===== config.mk =====
export PLATFORM = sky130hd
export DESIGN_NAME = network_mac_pipe
export DESIGN_NICKNAME = d
export VERILOG_FILES = /design/src/rtl/network_mac_pipe.sv
export SDC_FILE = /design/constraint.sdc
export NUM_CORES = 1
export LEC_CHECK = 0
export BUFFER_PORTS_ARGS = -buffer_cell sky130_fd_sc_hd__buf_2
export CAP_MARGIN = 30
export CORE_ASPECT_RATIO = 0.7
export CORE_MARGIN = 4
export CORE_UTILIZATION = 30
export DETAILED_ROUTE_END_ITERATION = 7
export HOLD_SLACK_MARGIN = 0.03
export PLACE_DENSITY = 0.43
export SETUP_SLACK_MARGIN = 0.5
export SLEW_MARGIN = 20
export SYNTH_ARGS = -nofsm -noshare
export SYNTH_HDL_FRONTEND = slang
export SYNTH_SLANG_ARGS = --single-unit

===== constraint.sdc =====
create_clock -name clk -period 6.3 [get_ports clk]
set_input_delay 0.945 -clock clk [delete_from_list [all_inputs] [get_ports clk]]
set_output_delay 0.945 -clock clk [all_outputs]
set_load 0.01 [all_outputs]

===== src/rtl/network_mac_pipe.sv =====
// Pipelined signed multiply-accumulate with first/last dot-product framing, rounding and rescale.
// Define NETWORK_MAC_SAT_EN to saturate the rescaled result (and flag overflow) instead of wrapping.
module network_mac_pipe #(
  parameter int unsigned A_WIDTH     = 16,
  parameter int unsigned B_WIDTH     = 14,
  parameter int unsigned PIPE_STAGES = 3,
  parameter int unsigned ACC_WIDTH   = 40,
  parameter int unsigned FRAC_SHIFT  = 13,
  parameter int unsigned OUT_WIDTH   = 16
) (
  input  logic                        clk,
  input  logic                        reset,
  input  logic                        ce,
  input  logic                        in_valid,
  input  logic                        in_first,
  input  logic                        in_last,
  input  logic signed [A_WIDTH-1:0]   din0,
  input  logic signed [B_WIDTH-1:0]   din1,
  output logic                        out_valid,
  output logic signed [OUT_WIDTH-1:0] dout,
  output logic                        overflow
);

  localparam int unsigned PW = A_WIDTH + B_WIDTH;
  localparam int unsigned PS = PIPE_STAGES - 1;
  localparam int unsigned RW = ACC_WIDTH + 1;
  localparam logic signed [RW-1:0] RND = RW'((64'(1) << FRAC_SHIFT) >> 1);

  logic signed [A_WIDTH-1:0]   a_q;
  logic signed [B_WIDTH-1:0]   b_q;
  logic                        v_q, f_q, l_q;
  logic signed [PW-1:0]        p_q [PS];
  logic [PS-1:0]               pv_q, pf_q, pl_q;
  logic signed [ACC_WIDTH-1:0] acc_q;

  logic signed [PW-1:0]        prod_c;
  logic signed [ACC_WIDTH-1:0] acc_base_c, acc_next_c;
  logic signed [RW-1:0]        r_c;
  logic signed [OUT_WIDTH-1:0] dout_c;
  logic                        ovf_c;

  // Accumulate and round-half-up rescale; one spare bit keeps the rounding add from wrapping.
  always_comb begin
    prod_c     = PW'(a_q) * PW'(b_q);
    acc_base_c = pf_q[PS-1] ? '0 : acc_q;
    acc_next_c = acc_base_c + ACC_WIDTH'(p_q[PS-1]);
    r_c        = (RW'(acc_next_c) + RND) >>> FRAC_SHIFT;
  end

`ifdef NETWORK_MAC_SAT_EN
  localparam logic signed [RW-1:0] OMAX = RW'((64'sd1 <<< (OUT_WIDTH - 1)) - 64'sd1);
  localparam logic signed [RW-1:0] OMIN = ~OMAX;

  always_comb begin
    dout_c = OUT_WIDTH'(r_c);
    ovf_c  = 1'b0;
    if (r_c > OMAX) begin
      dout_c = OUT_WIDTH'(OMAX);
      ovf_c  = 1'b1;
    end else if (r_c < OMIN) begin
      dout_c = OUT_WIDTH'(OMIN);
      ovf_c  = 1'b1;
    end
  end
`else
  assign dout_c = OUT_WIDTH'(r_c);
  assign ovf_c  = 1'b0;
`endif

  always_ff @(posedge clk) begin
    if (reset) begin
      a_q       <= '0;
      b_q       <= '0;
      v_q       <= 1'b0;
      f_q       <= 1'b0;
      l_q       <= 1'b0;
      p_q       <= '{default: '0};
      pv_q      <= '0;
      pf_q      <= '0;
      pl_q      <= '0;
      acc_q     <= '0;
      out_valid <= 1'b0;
      dout      <= '0;
      overflow  <= 1'b0;
    end else if (ce) begin
      a_q     <= din0;
      b_q     <= din1;
      v_q     <= in_valid;
      f_q     <= in_first;
      l_q     <= in_last;
      p_q[0]  <= prod_c;
      pv_q[0] <= v_q;
      pf_q[0] <= f_q;
      pl_q[0] <= l_q;
      // Product delay line; flags travel with their term.
      for (int unsigned i = 1; i < PS; i++) begin
        p_q[i]  <= p_q[i-1];
        pv_q[i] <= pv_q[i-1];
        pf_q[i] <= pf_q[i-1];
        pl_q[i] <= pl_q[i-1];
      end
      if (pv_q[PS-1]) begin
        acc_q <= acc_next_c;
      end
      out_valid <= pv_q[PS-1] & pl_q[PS-1];
      if (pv_q[PS-1] && pl_q[PS-1]) begin
        dout     <= dout_c;
        overflow <= ovf_c;
      end
    end
  end

endmodule


## After elaboration in Yosys (flattened, before gate mapping)

Index checks and enable logic that the tools add are counted.

| storage, ports and cells | value |
|---|---|
| word-level logic and storage cells | 21 |
| input bits | 36 |
| register bits after elaboration | 156 |
| output and inout bits | 18 |

| cells by class | value |
|---|---|
| bitwise logic cells | 1 |
| mux-type cells | 1 |
| multiply operators | 1 |
| add/subtract/negate cells | 2 |
| reduce and logical (&&, ||, !) cells | 3 |

Operator list:

| operator | number |
|---|---|
| $add 40x30->40 | 1 |
| $mux 40 | 1 |
| $mul 16x14->30 | 1 |
| $add 29x14->29 const B | 1 |
| $reduce_and 2->1 | 2 |
| $and 1x1->1 | 1 |
| $logic_and 1x1->1 | 1 |

## Depth between registers and ports, before layout

| depth | value |
|---|---|
| depth after elaboration | 3 |
| depth in mapped cells | 25 |
| gate-level depth less buffers | 24 |

## Worst setup path before layout

Ideal clock, no wire load.

| timing | value |
|---|---|
| kind | flip-flop to flip-flop |
| start point | register b_q[7] |
| end point | register p_q[58] (netlist bit) |
| arrival time | 6.240 ns |
| path buffers | 2 |
| clock period less this slack | 6.373 ns |
| setup time | 0.133 ns |
| path slack | -0.073 ns |
| required time | 6.167 ns |
| stages on the path, launching flop included | 23 |
| cell sequence | dfxtp_1 -> clkbuf_1 -> clkbuf_1 -> nand2_1 -> fa_1 -> fa_1 -> inv_1 -> fa_1 -> fa_1 -> fa_1 -> inv_1 -> fa_1 -> inv_1 -> ha_1 -> a21o_1 -> a211oi_1 -> or3b_2 -> nor3_1 -> o21ai_0 -> a31o_2 -> a311oi_1 -> o21a_1 -> o32ai_1 |

| between the ends | value |
|---|---|
| longest elaborated chain between the ends | 1 |

RTL lines:

| what | RTL line | source |
|---|---|---|
| from (decl) | 30 | `logic signed [B_WIDTH-1:0] b_q;` |
| from (signal assigned) | 87 | `b_q <= din1;` |
| $mul 16x14->30 | 44 | `prod_c = PW'(a_q) * PW'(b_q);` |
| to (signal, indexed assignment) | 97 | `p_q[i] <= p_q[i-1];` |
| to (decl) | 32 | `logic signed [PW-1:0] p_q [PS];` |

Every way passes these cells.
A chain may end at the register's enable or synchronous reset.

## Worst setup path after layout

| timing | value |
|---|---|
| start point | register b_q[13] |
| end point | register p_q[58] (netlist bit) |

The elaborated chain is that of the path after synthesis.

==> flow_summary.ini <==
[status]
status = finished clean

[yosys]
synth_edf_count = 0
synth_area_um2 = 15400
yosysWarningCount = 0
synth_nets = 2100
ys_types = 75
synth_async_sr_flop_share = 0
synth_ff_type = dfxtp_1
syn_inst = 1751
synth_seq_area_share = 0.186
synth.avg_cell_area_um2 = 8.80
ys_ff_latch = 143

[grt]
grt_pass1_vias = 12000
grt_pass1_wl_um = 67100
grtUsageTotal = 0.153
grt_start_max_net_pins = 73
antenna_found_initial = 1
grt_overflow = 0

[clock_network]
cts_made_buffers = 17
clk_pin_slew_ns = 0.07
clock_path_buffers = 2
cts.sinks = 143
htree_num_levels = 4
cts_tree = yes
cts_root_buffer = clkbuf_16
holdBufCountCts = 0
clkLatencyLatePin_ns = 0.47

[routing]
vias_per_cell = 4.66
dr.first_iter.drc_count = 581
route.detailed.drc = 0
vias = 11800
antenna_left = 0
firstDrtPassIters = 5
avgRoutedWirePerCell_um = 16.5
drt_wl_total_um = 41800

[sta]
slew_violations = 0
rsz0062_at_grt = true
hold_viol = 0
period_minus_slack_ns = 6.15
max-slew-margin-rel = 0.415
post-route-period-util = 0.976
finalSetupTns_ns = 0
setup_viol = 0
finClkSkew_ns = 0.0142
max_freq_ghz = 0.163
worst_slew_pin_slew_ns = 0.877

[critical_path]
cp-end-kind = register
crit_chain = clkinvlp_4 > buf_12 > nor2_4 > fa_1 > fa_1 > fa_1 > fa_1 > fa_1 > inv_2 > fa_1 > inv_2 > ha_4 > a21o_1 > a211oi_4 > or3b_4 > nor3_4 > o21ai_2 > a31o_4 > a311oi_2 > o21a_1 > o32ai_2
crit_type = register to register
cp.arrival_ns = 6.46
critPathMostFrequentCell = fa_1
path_max_fanout = 7
crit_family = adder cells
critPathMaxStageDelay_ns = 0.59
cp.required_ns = 6.61
path_buf_inv = 4
critPathLaunchType = register
critPathSlowestCell = fa_1

[placement]
hpwlAfterDp_um = 32700
io_buffer_count = 52
place.gp.congestion = 0.832

[cells_and_area]
areaGrowthSynthToFinish_pct = 18.7
regArea_um2 = 2940
drive_gt1_frac = 0.178
fill_cells = 5263
multiInputGateArea_um2 = 11600
fin_util = 0.360
antenna_cells = 0
fin_nets = 2190

[floorplan]
die_area_um2 = 55100
rows = 69
start_util = 0.303
boundaryPins = 54
dieHeight_um = 198
core_um2 = 50800
die_w_um = 279

[pwr]
ir_drop_uv = 135
p_leak_nw = 8.64
p_per_area_nw_per_um2 = 173

[min_path]
min_path_type = register to register

[run]
cap_violations = 0
repair_timing:
item                       in CTS  in global routing
pin swaps                      41                 36
setup endpoints to repair      10                 13
gates cloned                    0                  1
gates resized for setup        84                 49
setup buffers                  17                 13
Yosys cell counts (3+ instances only):
master,n,area (um2)
inv_1,268,1010
fa_1,215,4300
nand2_1,178,668
nor2_1,148,556
dfxtp_1,143,2860
and2_1,120,751
ha_1,98,1230
mux2i_1,88,881
clkbuf_1,79,297
a21oi_1,72,360
xnor2_1,40,350
o21ai_0,33,165
nor2b_1,30,188
a21o_1,26,195
nand3_1,22,110
a211oi_1,19,143
nor3_1,18,90.1
xor2_1,13,114
nand4_1,12,75.1
nand2b_1,11,68.8
and3_1,9,56.3
o21a_1,8,60.1
a31oi_1,6,37.5
or3_1,6,37.5
a211o_1,4,35.0
a211oi_2,4,50.1
a311oi_1,4,35.0
buf_1,4,15.0
o21bai_1,4,30.0
a31o_2,3,26.3
o211ai_1,3,22.5
o21ai_1,3,15.0
o21ai_2,3,26.3
o31a_1,3,26.3
or4_1,3,22.5
area by class of cell:
class,instances,area share
multi-input cells,1254,0.636
flip-flops and latches,143,0.161
repair buffers,157,0.0683
inverters,268,0.0552
well taps,674,0.0461
clock buffers,18,0.0240
clock inverters,14,0.00930
metrics by stage:
| step | setup WS, ns | power [W] | cell area (um2) | hold WS (ns) | instances |
|---|---|---|---|---|---|
| floorplan | 0.501 | 0.00173 | 15700 | 0.427 | 1751 |
| finish | 0.150 | 0.00316 | 18300 | 0.448 | 2528 |
| detailed placement | -0.115 | 0.00201 | 17000 | 0.442 | 2464 |
| CTS | 0.226 | 0.00317 | 18000 | 0.451 | 2513 |
| global placement | -0.0265 | 0.00200 | 17000 | 0.435 | 2464 |
| global route | -0.00629 | 0.00339 | 18300 | 0.468 | 2528 |
worst register-to-register path, delay by kind of cell (launching register included):
family	cells	cell delay [ns]
adder cells (fa/ha/maj)	7	3.28
AND/OR/NAND/NOR	3	0.65
buffers and inverters	4	0.37
AO/OA/AOI/OAI	7	1.29
flip-flops	1	0.42
where the power goes:
group | switching, W | internal [W]
clock network | 0.000530 | 0.000546
registers | 0.0000574 | 0.000955
logic | 0.000588 | 0.000484
cell usage in the layout (no fill, tap or decap), types with 8 or more instances in the layout:
cell | netlist | routed
inv_1 | 268 | 252
fa_1 | 215 | 207
nand2_1 | 178 | 174
nor2_1 | 148 | 140
dfxtp_1 | 143 | 114
and2_1 | 120 | 112
mux2i_1 | 88 | 88
ha_1 | 98 | 88
buf_4 | 1 | 85
a21oi_1 | 72 | 63
buf_2 | 2 | 50
xnor2_1 | 40 | 39
nor2b_1 | 30 | 30
a21o_1 | 26 | 26
o21ai_0 | 33 | 26
nand3_1 | 22 | 20
clkbuf_16 | 0 | 18
nor3_1 | 18 | 16
a211oi_1 | 19 | 16
inv_2 | 0 | 15
dfxtp_4 | 0 | 15
dfxtp_2 | 0 | 14
xor2_1 | 13 | 13
nand4_1 | 12 | 12
nand2b_1 | 11 | 11
buf_12 | 0 | 11
and3_1 | 9 | 9
ha_4 | 0 | 9
buf_6 | 0 | 9
o21a_1 | 8 | 8
and2_4 | 0 | 8
fa_2 | 0 | 8
logic make-up after synthesis:
group | Yosys count | synth area share
and+or+nand+nor | 580 | 0.184
buffers and inverters | 354 | 0.0867
adders and majority gates | 313 | 0.359
AOI/OAI and AO/OA | 218 | 0.0964
DFF | 143 | 0.186
muxes | 89 | 0.0579
xor gates and xnor gates | 53 | 0.0301
other | 1 | 0.000243
sequential cells by signal (all words and copies together), names as in the netlist, 2 cells and up:
| name | count |
|---|---|
| pv_q | 2 |
| b_q | 14 |
| pl_q | 2 |
| a_q | 16 |
| p_q | 58 |
| acc_q | 29 |
| dout | 16 |
| pf_q | 2 |
routing by layer:
layer,routed length (um),global-route usage,up-vias
met2,16900,0.217,172
met1,23200,0.243,5813
li1,-,-,5757
met3,1400,0.0258,26
met4,372,0.0302,0
met5,0,0,-
worst paths after layout:
path / start / to / slack (ns) / cells past startpoint
worst max-delay path: b_q[13] / p_q[58] / 0.15 / 21
worst max register to register: b_q[13] / p_q[58] / 0.15 / 21
worst min register to register: acc_q[6] / acc_q[6] / 0.45 / 2
worst min-delay path: acc_q[6] / acc_q[6] / 0.45 / 2
(Power assumes the default switching activity.)
